[src/rtl/cpu_pkg.sv]
// ---------------------------------------------------------------------------
// cpu_pkg
//    Shared types and defaults for the 2-stage fetch/EX/WB cpu pipeline
//    control blocks.
//
//    Contents:
//       PC_W_DEF     default width of the word-addressed fetch PC
//       seq_state_t  pc_sequencer FSM state encoding
//       seq_active   true in the states that fetch and execute (RUN, STALL)
// ---------------------------------------------------------------------------
package cpu_pkg;

   localparam int unsigned PC_W_DEF = 12;

   typedef enum logic [1:0] {
      SEQ_RUN   = 2'd0,
      SEQ_STALL = 2'd1,
      SEQ_HALT  = 2'd2
   } seq_state_t;

   // RUN and STALL both carry a live EX instruction; HALT carries none.
   function automatic logic seq_active(input seq_state_t s);
      return (s == SEQ_RUN) || (s == SEQ_STALL);
   endfunction

endpackage

[src/rtl/stall_watchdog.sv]
// ---------------------------------------------------------------------------
// stall_watchdog
//    Bounds how long the EX stage may be held. Counts consecutive held
//    cycles and raises timeout_now on the cycle that would be the
//    STALL_MAX-th held cycle, so the sequencer releases the instruction
//    instead of holding it again. A registered one-cycle stall_timeout
//    pulse follows every forced release. STALL_MAX = 0 disables the
//    watchdog entirely.
//
//    Ports:
//       clck           in   clock, rising edge
//       rst_n          in   asynchronous active-low reset
//       in_stall       in   sequencer is currently in the STALL state
//       hold           in   EX is held this cycle (ex_hold)
//       timeout_now    out  combinational: force release this cycle
//       stall_timeout  out  registered pulse, one cycle after forced release
// ---------------------------------------------------------------------------
module stall_watchdog #(
   parameter int unsigned STALL_MAX = 255
) (
   input  logic clck,
   input  logic rst_n,
   input  logic in_stall,
   input  logic hold,
   output logic timeout_now,
   output logic stall_timeout
);

   // Counter wide enough to hold STALL_MAX; one bit minimum when disabled.
   localparam int unsigned CNT_W = (STALL_MAX < 2) ? 1 : $clog2(STALL_MAX + 1);
   localparam logic [CNT_W-1:0] CNT_LIMIT =
      (STALL_MAX == 0) ? '0 : CNT_W'(STALL_MAX - 1);
   localparam logic [CNT_W-1:0] CNT_SAT = '1;

   logic [CNT_W-1:0] cnt_q, cnt_d;
   logic             stall_timeout_q, stall_timeout_d;

   // The count only grows while held; any non-held cycle (release, halt,
   // plain RUN) returns it to zero, so a new stall always starts fresh.
   // Saturation keeps a disabled watchdog from wrapping back to zero.
   always_comb begin
      timeout_now     = (STALL_MAX != 0) && in_stall && (cnt_q == CNT_LIMIT);
      cnt_d           = '0;
      if (hold) begin
         cnt_d = (cnt_q == CNT_SAT) ? cnt_q : cnt_q + 1'b1;
      end
      stall_timeout_d = timeout_now;
   end

   always_ff @(posedge clck or negedge rst_n) begin
      if (!rst_n) begin
         cnt_q           <= '0;
         stall_timeout_q <= 1'b0;
      end else begin
         cnt_q           <= cnt_d;
         stall_timeout_q <= stall_timeout_d;
      end
   end

   assign stall_timeout = stall_timeout_q;

endmodule

[src/rtl/pc_sequencer.sv]
// ---------------------------------------------------------------------------
// pc_sequencer
//    Owns the fetch PC and the EX-stage valid bit of the 2-stage
//    fetch/EX/WB pipeline. Sequences fetch through taken redirects,
//    multi-cycle EX stalls (bounded by stall_watchdog) and halt/resume,
//    and counts retired instructions.
//
//    Ports:
//       clck                in   clock, rising edge
//       rst_n               in   asynchronous active-low reset
//       redirect_valid_ex   in   EX instruction is a taken branch/jump
//       redirect_target_ex  in   redirect word address
//       stall_req_ex        in   EX instruction cannot complete this cycle
//       halt_req_ex         in   EX instruction is a halt
//       resume              in   leave HALT
//       pc_fetch            out  inst_ram read address
//       pc_ex               out  address of the instruction in EX
//       fetch_en            out  load instruction_EX this edge
//       ex_valid            out  instruction_EX is architectural
//       ex_hold             out  hold instruction_EX, suppress its writeback
//       halted              out  sequencer is in HALT
//       stall_timeout       out  one-cycle pulse after a forced release
//       retire_count        out  retired instructions, wraps mod 2**32
// ---------------------------------------------------------------------------
module pc_sequencer
   import cpu_pkg::*;
#(
   parameter int unsigned      PC_W      = PC_W_DEF,
   parameter logic [PC_W-1:0]  RESET_PC  = '0,
   parameter int unsigned      STALL_MAX = 255
) (
   input  logic            clck,
   input  logic            rst_n,
   input  logic            redirect_valid_ex,
   input  logic [PC_W-1:0] redirect_target_ex,
   input  logic            stall_req_ex,
   input  logic            halt_req_ex,
   input  logic            resume,
   output logic [PC_W-1:0] pc_fetch,
   output logic [PC_W-1:0] pc_ex,
   output logic            fetch_en,
   output logic            ex_valid,
   output logic            ex_hold,
   output logic            halted,
   output logic            stall_timeout,
   output logic [31:0]     retire_count
);

   seq_state_t      state_q, state_d;
   logic [PC_W-1:0] pc_q, pc_d;
   logic            ex_valid_q, ex_valid_d;
   logic [31:0]     retire_q, retire_d;

   logic active;
   logic halt_take;
   logic redirect_take;
   logic retire;
   logic timeout_now;

   stall_watchdog #(
      .STALL_MAX (STALL_MAX)
   ) u_watchdog (
      .clck          (clck),
      .rst_n         (rst_n),
      .in_stall      (state_q == SEQ_STALL),
      .hold          (ex_hold),
      .timeout_now   (timeout_now),
      .stall_timeout (stall_timeout)
   );

   // Pipeline control decode. Requests only count when the EX instruction
   // is architectural; a killed bubble cannot stall, halt or redirect.
   // Halt outranks stall, and a watchdog timeout turns a stall into a
   // normal completion. A redirect is taken only when fetch actually
   // proceeds, so a redirect seen during a hold waits for the release.
   always_comb begin
      active        = seq_active(state_q);
      halt_take     = active && ex_valid_q && halt_req_ex;
      ex_hold       = active && ex_valid_q && stall_req_ex &&
                      !halt_req_ex && !timeout_now;
      fetch_en      = active && !ex_hold && !(ex_valid_q && halt_req_ex);
      redirect_take = fetch_en && ex_valid_q && redirect_valid_ex;
      retire        = active && ex_valid_q && !ex_hold;
   end

   // Next-state, PC and EX-valid update. The PC stays one ahead of the EX
   // instruction: on a redirect the word fetched this edge is from the
   // wrong path, so it is marked invalid, giving exactly one bubble.
   // Halting keeps pc_fetch on the word after the halt so resume simply
   // restarts fetch from there.
   always_comb begin
      state_d    = state_q;
      pc_d       = pc_q;
      ex_valid_d = ex_valid_q;
      retire_d   = retire ? retire_q + 32'd1 : retire_q;

      unique case (state_q)
         SEQ_RUN, SEQ_STALL: begin
            if (halt_take) begin
               state_d    = SEQ_HALT;
               ex_valid_d = 1'b0;
            end else if (ex_hold) begin
               state_d    = SEQ_STALL;
            end else begin
               state_d = SEQ_RUN;
               if (redirect_take) begin
                  pc_d       = redirect_target_ex;
                  ex_valid_d = 1'b0;
               end else begin
                  pc_d       = pc_q + PC_W'(1);
                  ex_valid_d = 1'b1;
               end
            end
         end
         SEQ_HALT: begin
            ex_valid_d = 1'b0;
            if (resume) begin
               state_d = SEQ_RUN;
            end
         end
         default: begin
            state_d    = SEQ_RUN;
            ex_valid_d = 1'b0;
         end
      endcase
   end

   always_ff @(posedge clck or negedge rst_n) begin
      if (!rst_n) begin
         state_q    <= SEQ_RUN;
         pc_q       <= RESET_PC;
         ex_valid_q <= 1'b0;
         retire_q   <= '0;
      end else begin
         state_q    <= state_d;
         pc_q       <= pc_d;
         ex_valid_q <= ex_valid_d;
         retire_q   <= retire_d;
      end
   end

   assign pc_fetch     = pc_q;
   assign pc_ex        = pc_q - PC_W'(1);
   assign ex_valid     = ex_valid_q;
   assign halted       = (state_q == SEQ_HALT);
   assign retire_count = retire_q;

endmodule

[config.mk]
export PLATFORM = sky130hd
export DESIGN_NAME = pc_sequencer
export DESIGN_NICKNAME = d
export VERILOG_FILES = /design/src/rtl/cpu_pkg.sv /design/src/rtl/stall_watchdog.sv /design/src/rtl/pc_sequencer.sv
export SDC_FILE = /design/constraint.sdc
export NUM_CORES = 1
export LEC_CHECK = 0
export BUFFER_PORTS_ARGS = -buffer_cell sky130_fd_sc_hd__clkbuf_2
export CAP_MARGIN = 20
export CORE_MARGIN = 2
export CORE_UTILIZATION = 53
export DETAILED_ROUTE_END_ITERATION = 16
export PLACE_DENSITY = 0.8
export SLEW_MARGIN = 5
export SYNTH_ARGS = -nofsm -noshare
export SYNTH_HDL_FRONTEND = slang
export SYNTH_HIERARCHICAL = 1
export SYNTH_SLANG_ARGS = --single-unit
[constraint.sdc]
create_clock -name clck -period 3.2 [get_ports clck]
set_input_delay 0.8 -clock clck [delete_from_list [all_inputs] [get_ports clck]]
set_output_delay 0.8 -clock clck [all_outputs]
set_load 0.03 [all_outputs]
==> results of run 1 <==
==> cells in the mapped netlist (all sizes together), types with 11 or more instances <==
cell type,number
inv,13
nor4,11
dfrtp,56
xnor2,13
nand3,17
nor2,15
nor3,20
xor2,28
nand2,20
a211oi,11
nand4,15
==> per-layer routing <==
| layer | global-route usage [%] | wire (µm) |
|---|---|---|
| met4 | 9.661 | 178 |
| met1 | 30.54 | 3400 |
| met5 | 0 | 0 |
| met2 | 38.10 | 3632 |
| met3 | 3.222 | 359 |
==> stage by stage <==
stage                     std cells  setup WS, ns
after detailed placement        460        0.6598
after CTS                       468        0.3572
after global routing            468        0.1414
after global placement          460        0.6511
after floorplan                 316        0.3596
final                           468        0.3282
==> registers in the layout, summed over array words and instances (netlist names) <==
signal	flops
retire_count	32
pc_fetch	12
u_watchdog/cnt_q	8
state_q	2
ex_valid	1
u_watchdog/stall_timeout	1
==> where the power goes <==
group          switching, mW  internal, mW
combinational          0.938         0.466
sequential             0.227         0.838
clock                  0.231         0.157
==> cell type report <==
type	count	share of cell area (%)
timing repair buffer	86	12.17
inverter	13	1.319
tap	75	2.536
clock buffer	7	2.063
multi-input combinational	230	43.79
sequential	56	37.88
clock inverter	1	0.2367
==> worst paths after layout <==
path | slack, ns | cells after the start | to
max in group asynchronous | 1.84 | 2 | retire_count[27]
worst max register to register | 0.79 | 7 | retire_count[23]
worst max-delay path | 0.33 | 6 | fetch_en
worst min register to register | 0.48 | 1 | retire_count[31]
worst min-delay path | 0.48 | 1 | retire_count[31]
min in group asynchronous | 0.62 | 1 | u_watchdog/cnt_q[7]
==> logic make-up (layout without fill, tap and decap cells) <==
kind of cell               count (synthesis)  after routing  share of synthesized area, %
AOI/OAI and AO/OA                         51             51                         11.93
xor gates and xnor gates                  41             41                         11.37
adders and majority gates                  5              5                         1.981
buffers and inverters                     30            107                         4.319
DFF                                       56             56                         44.37
muxes                                      8              8                         2.575
and+or+nand+nor                          125            125                         23.46
==> placed cells by master, fill, tap and decap left out, drive strengths merged, types with 2 or more instances in the layout <==
master	Yosys	routed
nand3	17	17
and4	7	7
clkbuf	10	85
nand4	15	15
a2bb2oi	10	10
o21ai	5	5
mux2i	7	7
nor3	20	20
nand2	20	20
a211oi	11	11
nand2b	2	2
nor4	11	11
or3b	2	2
nand3b	2	2
a21oi	3	3
ha	5	5
and3	8	8
nor2	15	15
inv	13	13
nor2b	2	2
o31ai	5	5
xor2	28	28
xnor2	13	13
a31oi	7	7
o22ai	4	4
buf	7	8
dfrtp	56	56
==> results.py, run 1 <==
metrics = {
    "outcome": {
        "status": "completed",
    },
    "sta": {
        "skew_ns": 0.006119,
        "setup_violations": 0,
        "drv_slew": 0,
        "final.setup.tns_ns": 0,
        "fin_crit_sh_pct": 89.74,
        "whs_ns": 0.4797,
        "min_period_ns": 2.872,
        "fmax_mhz": 348.2,
        "slew_headroom_pct": 36.17,
        "hold_viol": 0,
        "rsz0062_at_grt": "no",
        "tightest_slew_ns": 0.9575,
    },
    "clocking": {
        "htreeDepth": 2,
        "cts_buffers": 5,
        "insertion_delay_ns": 0.31,
        "clock_path_buffers": 2,
        "clkSlewWorstSetupHoldPaths_ns": 0.10,
        "post_cts_buffers": 0,
        "clock-sinks": 56,
        "ctsResizeCount": 0,
        "ctsHoldBuffers": 0,
        "cts.root.buffer_cell": "clkbuf_8",
        "cts_tree": "done",
    },
    "critical_path": {
        "start_kind": "flip-flop",
        "r2r_start": "u_watchdog/cnt_q[4]",
        "crit_start": "u_watchdog/cnt_q[4]",
        "required_ns": 2.40,
        "arrival_ns": 2.07,
        "cp_num_buf_inv": 1,
        "path_cells": "nand4_1 -> nor2_1 -> nand2b_1 -> a21boi_0 -> nor2_1 -> clkbuf_2",
        "path_class": "reg2out",
        "worstPathMaxFanout": 8,
        "cp_slowest_cell": "dfrtp_1",
        "max_stage_delay_ns": 0.48,
        "worst_setup_path_end_kind": "primary output",
        "path_delay_family": "simple AND/OR/NAND/NOR gates",
        "path_common_cell": "nor2_1",
    },
    "power_and_ir_drop": {
        "power_density_mw_per_mm2": 772.0,
        "power.leakage_nw": 1.829,
        "total_power_mw": 2.856,
        "ir_worst_vdd_mv": 0.5713,
    },
    "synthesis": {
        "synth_cell_type_count": 48,
        "syn-num-nets": 339,
        "synth_seq_area_share_pct": 44.37,
        "synth_cells": 316,
        "netlist_area_mm2": 0.003158,
        "syn_avg_cell_area_um2": 9.994,
        "synth-edff-count": 0,
        "synth_area_leaders": "dfrtp_1, xor2_1, xnor2_1",
        "yosysWarningCount": 6,
        "synth_seq_cells": 56,
        "synth_top_area_share_pct": 44.37,
        "yosysTopAreaCell": "dfrtp_1",
        "synth-main-ff-cell": "dfrtp_1",
        "async_flop_share_pct": 100.0,
    },
    "layout": {
        "antenna_cells": 0,
        "layout-drive-gt1-share_pct": 26.97,
        "nNetsFinal": 415,
        "fillers": 501,
        "finalInstanceArea_mm2": 0.003700,
        "multi_input_area_mm2": 0.001620,
        "seq_area_mm2": 0.001401,
        "utilization_pct": 63.24,
        "syn_to_final_growth_pct": 17.16,
    },
    "routing": {
        "avgViaCountPerCell": 5.947,
        "wire_per_inst_um": 16.18,
        "first_iter_violations": 197,
        "ant_nets": 0,
        "vias": 2783,
        "drt_first_pass_iters": 4,
        "drt_wl_total_um": 7571,
        "drc": 0,
    },
    "floorplan": {
        "ioPinCount": 79,
        "dieArea_mm2": 0.006592,
        "die_h_um": 81.19,
        "core_area_mm2": 0.005851,
        "start_util_pct": 53.98,
        "chipWidth_um": 81.19,
        "fp-row-count": 28,
    },
    "placement": {
        "place_congestion": 0.8832,
        "dp_hpwl_um": 5409,
        "placed_area_mm2": 0.003615,
        "io_buffer_count": 78,
    },
    "hold_path": {
        "hp-class": "reg2reg",
        "min-delay-start": "retire_count[31]",
    },
    "global_route": {
        "first_global_vias": 2552,
        "antenna_found_initial": 0,
        "grtUsageTotal_pct": 23.08,
        "grt_first_pass_wirelength_um": 11870,
        "grt.overflow.total": 0,
        "grt_max_degree": 39,
    },
    "run": {
        "drv_cap": 0,
    },
}
Power figures use the tool's default switching activity.
==> run 2, diff against run 1 <==
CELL_PAD_IN_SITES_DETAIL_PLACEMENT = 1   (was unset)
CELL_PAD_IN_SITES_GLOBAL_PLACEMENT = 2   (was unset)
CORE_UTILIZATION = 33   (was 53)
PLACE_DENSITY = unset   (was 0.8)
PLACE_DENSITY_LB_ADDON = 0.1   (was unset)
==> results.py, run 2 (synthesized netlist as in run 1, its figures left out) <==
metrics = {
    "outcome": {
        "status": "completed",
    },
    "layout": {
        "largest_reg_flops": 32,
        "antenna_cells": 0,
        "mostFrequentLayoutCell": "clkbuf_2",
        "fillers": 1109,
        "layout_common_cells": "clkbuf_2, dfrtp_1, xor2_1",
        "syn_to_final_growth_pct": 19.18,
        "nNetsFinal": 414,
        "layout-drive-gt1-share_pct": 27.04,
    },
    "global_route": {
        "grt_first_pass_wirelength_um": 13990,
        "first_global_vias": 2663,
        "grtUsageTotal_pct": 17.19,
        "grt_max_degree": 57,
        "antenna_found_initial": 0,
        "grt.overflow.total": 0,
    },
    "routing": {
        "drt_first_pass_iters": 4,
        "avgViaCountPerCell": 5.184,
        "drt_wl_total_um": 8669,
        "vias": 2701,
        "wire_per_inst_um": 16.64,
        "first_iter_violations": 56,
        "ant_nets": 0,
        "drc": 0,
    },
    "clocking": {
        "cts_tree": "done",
        "htreeDepth": 2,
        "ctsResizeCount": 0,
        "clock_path_buffers": 2,
        "ctsHoldBuffers": 0,
        "clock-sinks": 56,
        "cts.root.buffer_cell": "clkbuf_8",
        "clkSlewWorstSetupHoldPaths_ns": 0.11,
        "cts_buffers": 5,
        "post_cts_buffers": 0,
        "insertion_delay_ns": 0.31,
    },
    "sta": {
        "hold_viol": 0,
        "fin_crit_sh_pct": 91.49,
        "setup_violations": 0,
        "fmax_mhz": 341.6,
        "rsz0062_at_grt": "no",
        "final.setup.tns_ns": 0,
        "drv_slew": 0,
        "skew_ns": 0.009675,
        "slew_headroom_pct": 48.88,
        "min_period_ns": 2.928,
        "tightest_slew_ns": 0.7668,
    },
    "placement": {
        "place_congestion": 0.7492,
        "dp_hpwl_um": 6198,
        "io_buffer_count": 78,
    },
    "floorplan": {
        "dieArea_mm2": 0.01037,
        "start_util_pct": 34.02,
        "chipWidth_um": 101.8,
        "core_area_mm2": 0.009284,
        "die_h_um": 101.8,
        "fp-row-count": 35,
        "ioPinCount": 79,
    },
    "critical_path": {
        "required_ns": 2.40,
        "path_class": "reg2out",
        "worst_setup_path_end_kind": "primary output",
        "arrival_ns": 2.13,
        "start_kind": "flip-flop",
        "worstPathMaxFanout": 5,
    },
    "power_and_ir_drop": {
        "total_power_mw": 2.893,
        "power.leakage_nw": 1.823,
        "ir_worst_vdd_mv": 0.3717,
        "power_density_mw_per_mm2": 768.6,
    },
    "hold_path": {
        "hp-class": "reg2reg",
    },
    "run": {
        "drv_cap": 0,
    },
}
[run 2: cell count changes in the layout (fill, tap and decap cells not counted), sizes merged]
cell      change
clkinvlp      +1
clkbuf        -1
buf           -1
[run 2: final timing paths]
path,from,cells after the start,slack (ns),endpoint
max reg2reg,u_watchdog/cnt_q[0],8,0.69,retire_count[25]
min,retire_count[31],1,0.48,retire_count[31]
min in group asynchronous,rst_n,2,0.61,pc_fetch[5]
min reg2reg,retire_count[31],1,0.48,retire_count[31]
max in group asynchronous,rst_n,2,2.06,pc_fetch[6]
max,u_watchdog/cnt_q[0],8,0.27,fetch_en
[run 2: layer usage]
layer	part of all wire [%]	vias to the layer above	track usage, %	routed length, µm
met5	0	-	0	0
met4	0.65	0	3.077	56
met3	3.7	4	2.736	319
met2	46	52	26.21	3956
met1	50	1339	26.13	4336
li1	-	1306	-	-
[run 2: metrics by stage]
| stage | cell area [µm²] | std cells | hold slack (ns) | util (%) | setup WS [ns] |
|---|---|---|---|---|---|
| 2_1_floorplan | 3158 | 316 | 0.4600 | - | 0.3596 |
| 3_3_place_gp | 3675 | 513 | 0.4592 | 39.58 | 0.5642 |
| 3_5_place_dp | 3675 | 513 | 0.4645 | 39.58 | 0.5548 |
| 4_1_cts | 3764 | 521 | 0.4842 | 40.54 | 0.2448 |
| 5_1_grt | 3764 | 521 | 0.5215 | 40.54 | 0.03588 |
| 6_report | 3764 | 521 | 0.4791 | 40.54 | 0.2722 |
[run 2: layout make-up]
class,count,area (µm²),area share [%]
sequential,56,1401,37.23
timing repair buffer,85,442.9,11.77
tap,129,161.4,4.289
clock buffer,6,72.57,1.928
inverter,13,48.80,1.297
multi-input combinational,230,1620,43.05
clock inverter,2,16.27,0.4322
[run 2: worst max-delay path, stage by stage (launching register included)]
cell and delay, ns:
dfrtp_1 0.43, inv_1 0.10, ha_1 0.15, nand4_1 0.09, nor2_1 0.19, nand2b_1 0.21, a21boi_0 0.13, nor2_1 0.26
clkbuf_2 0.27
[run 2: power by group]
group          internal (mW)  total [mW]  switching [mW]  leakage (nW)
sequential             0.838        1.05           0.215         0.718
clock                  0.157       0.407           0.251        0.0414
combinational          0.471        1.43           0.961          1.06
total                   1.47        2.89            1.43          1.82
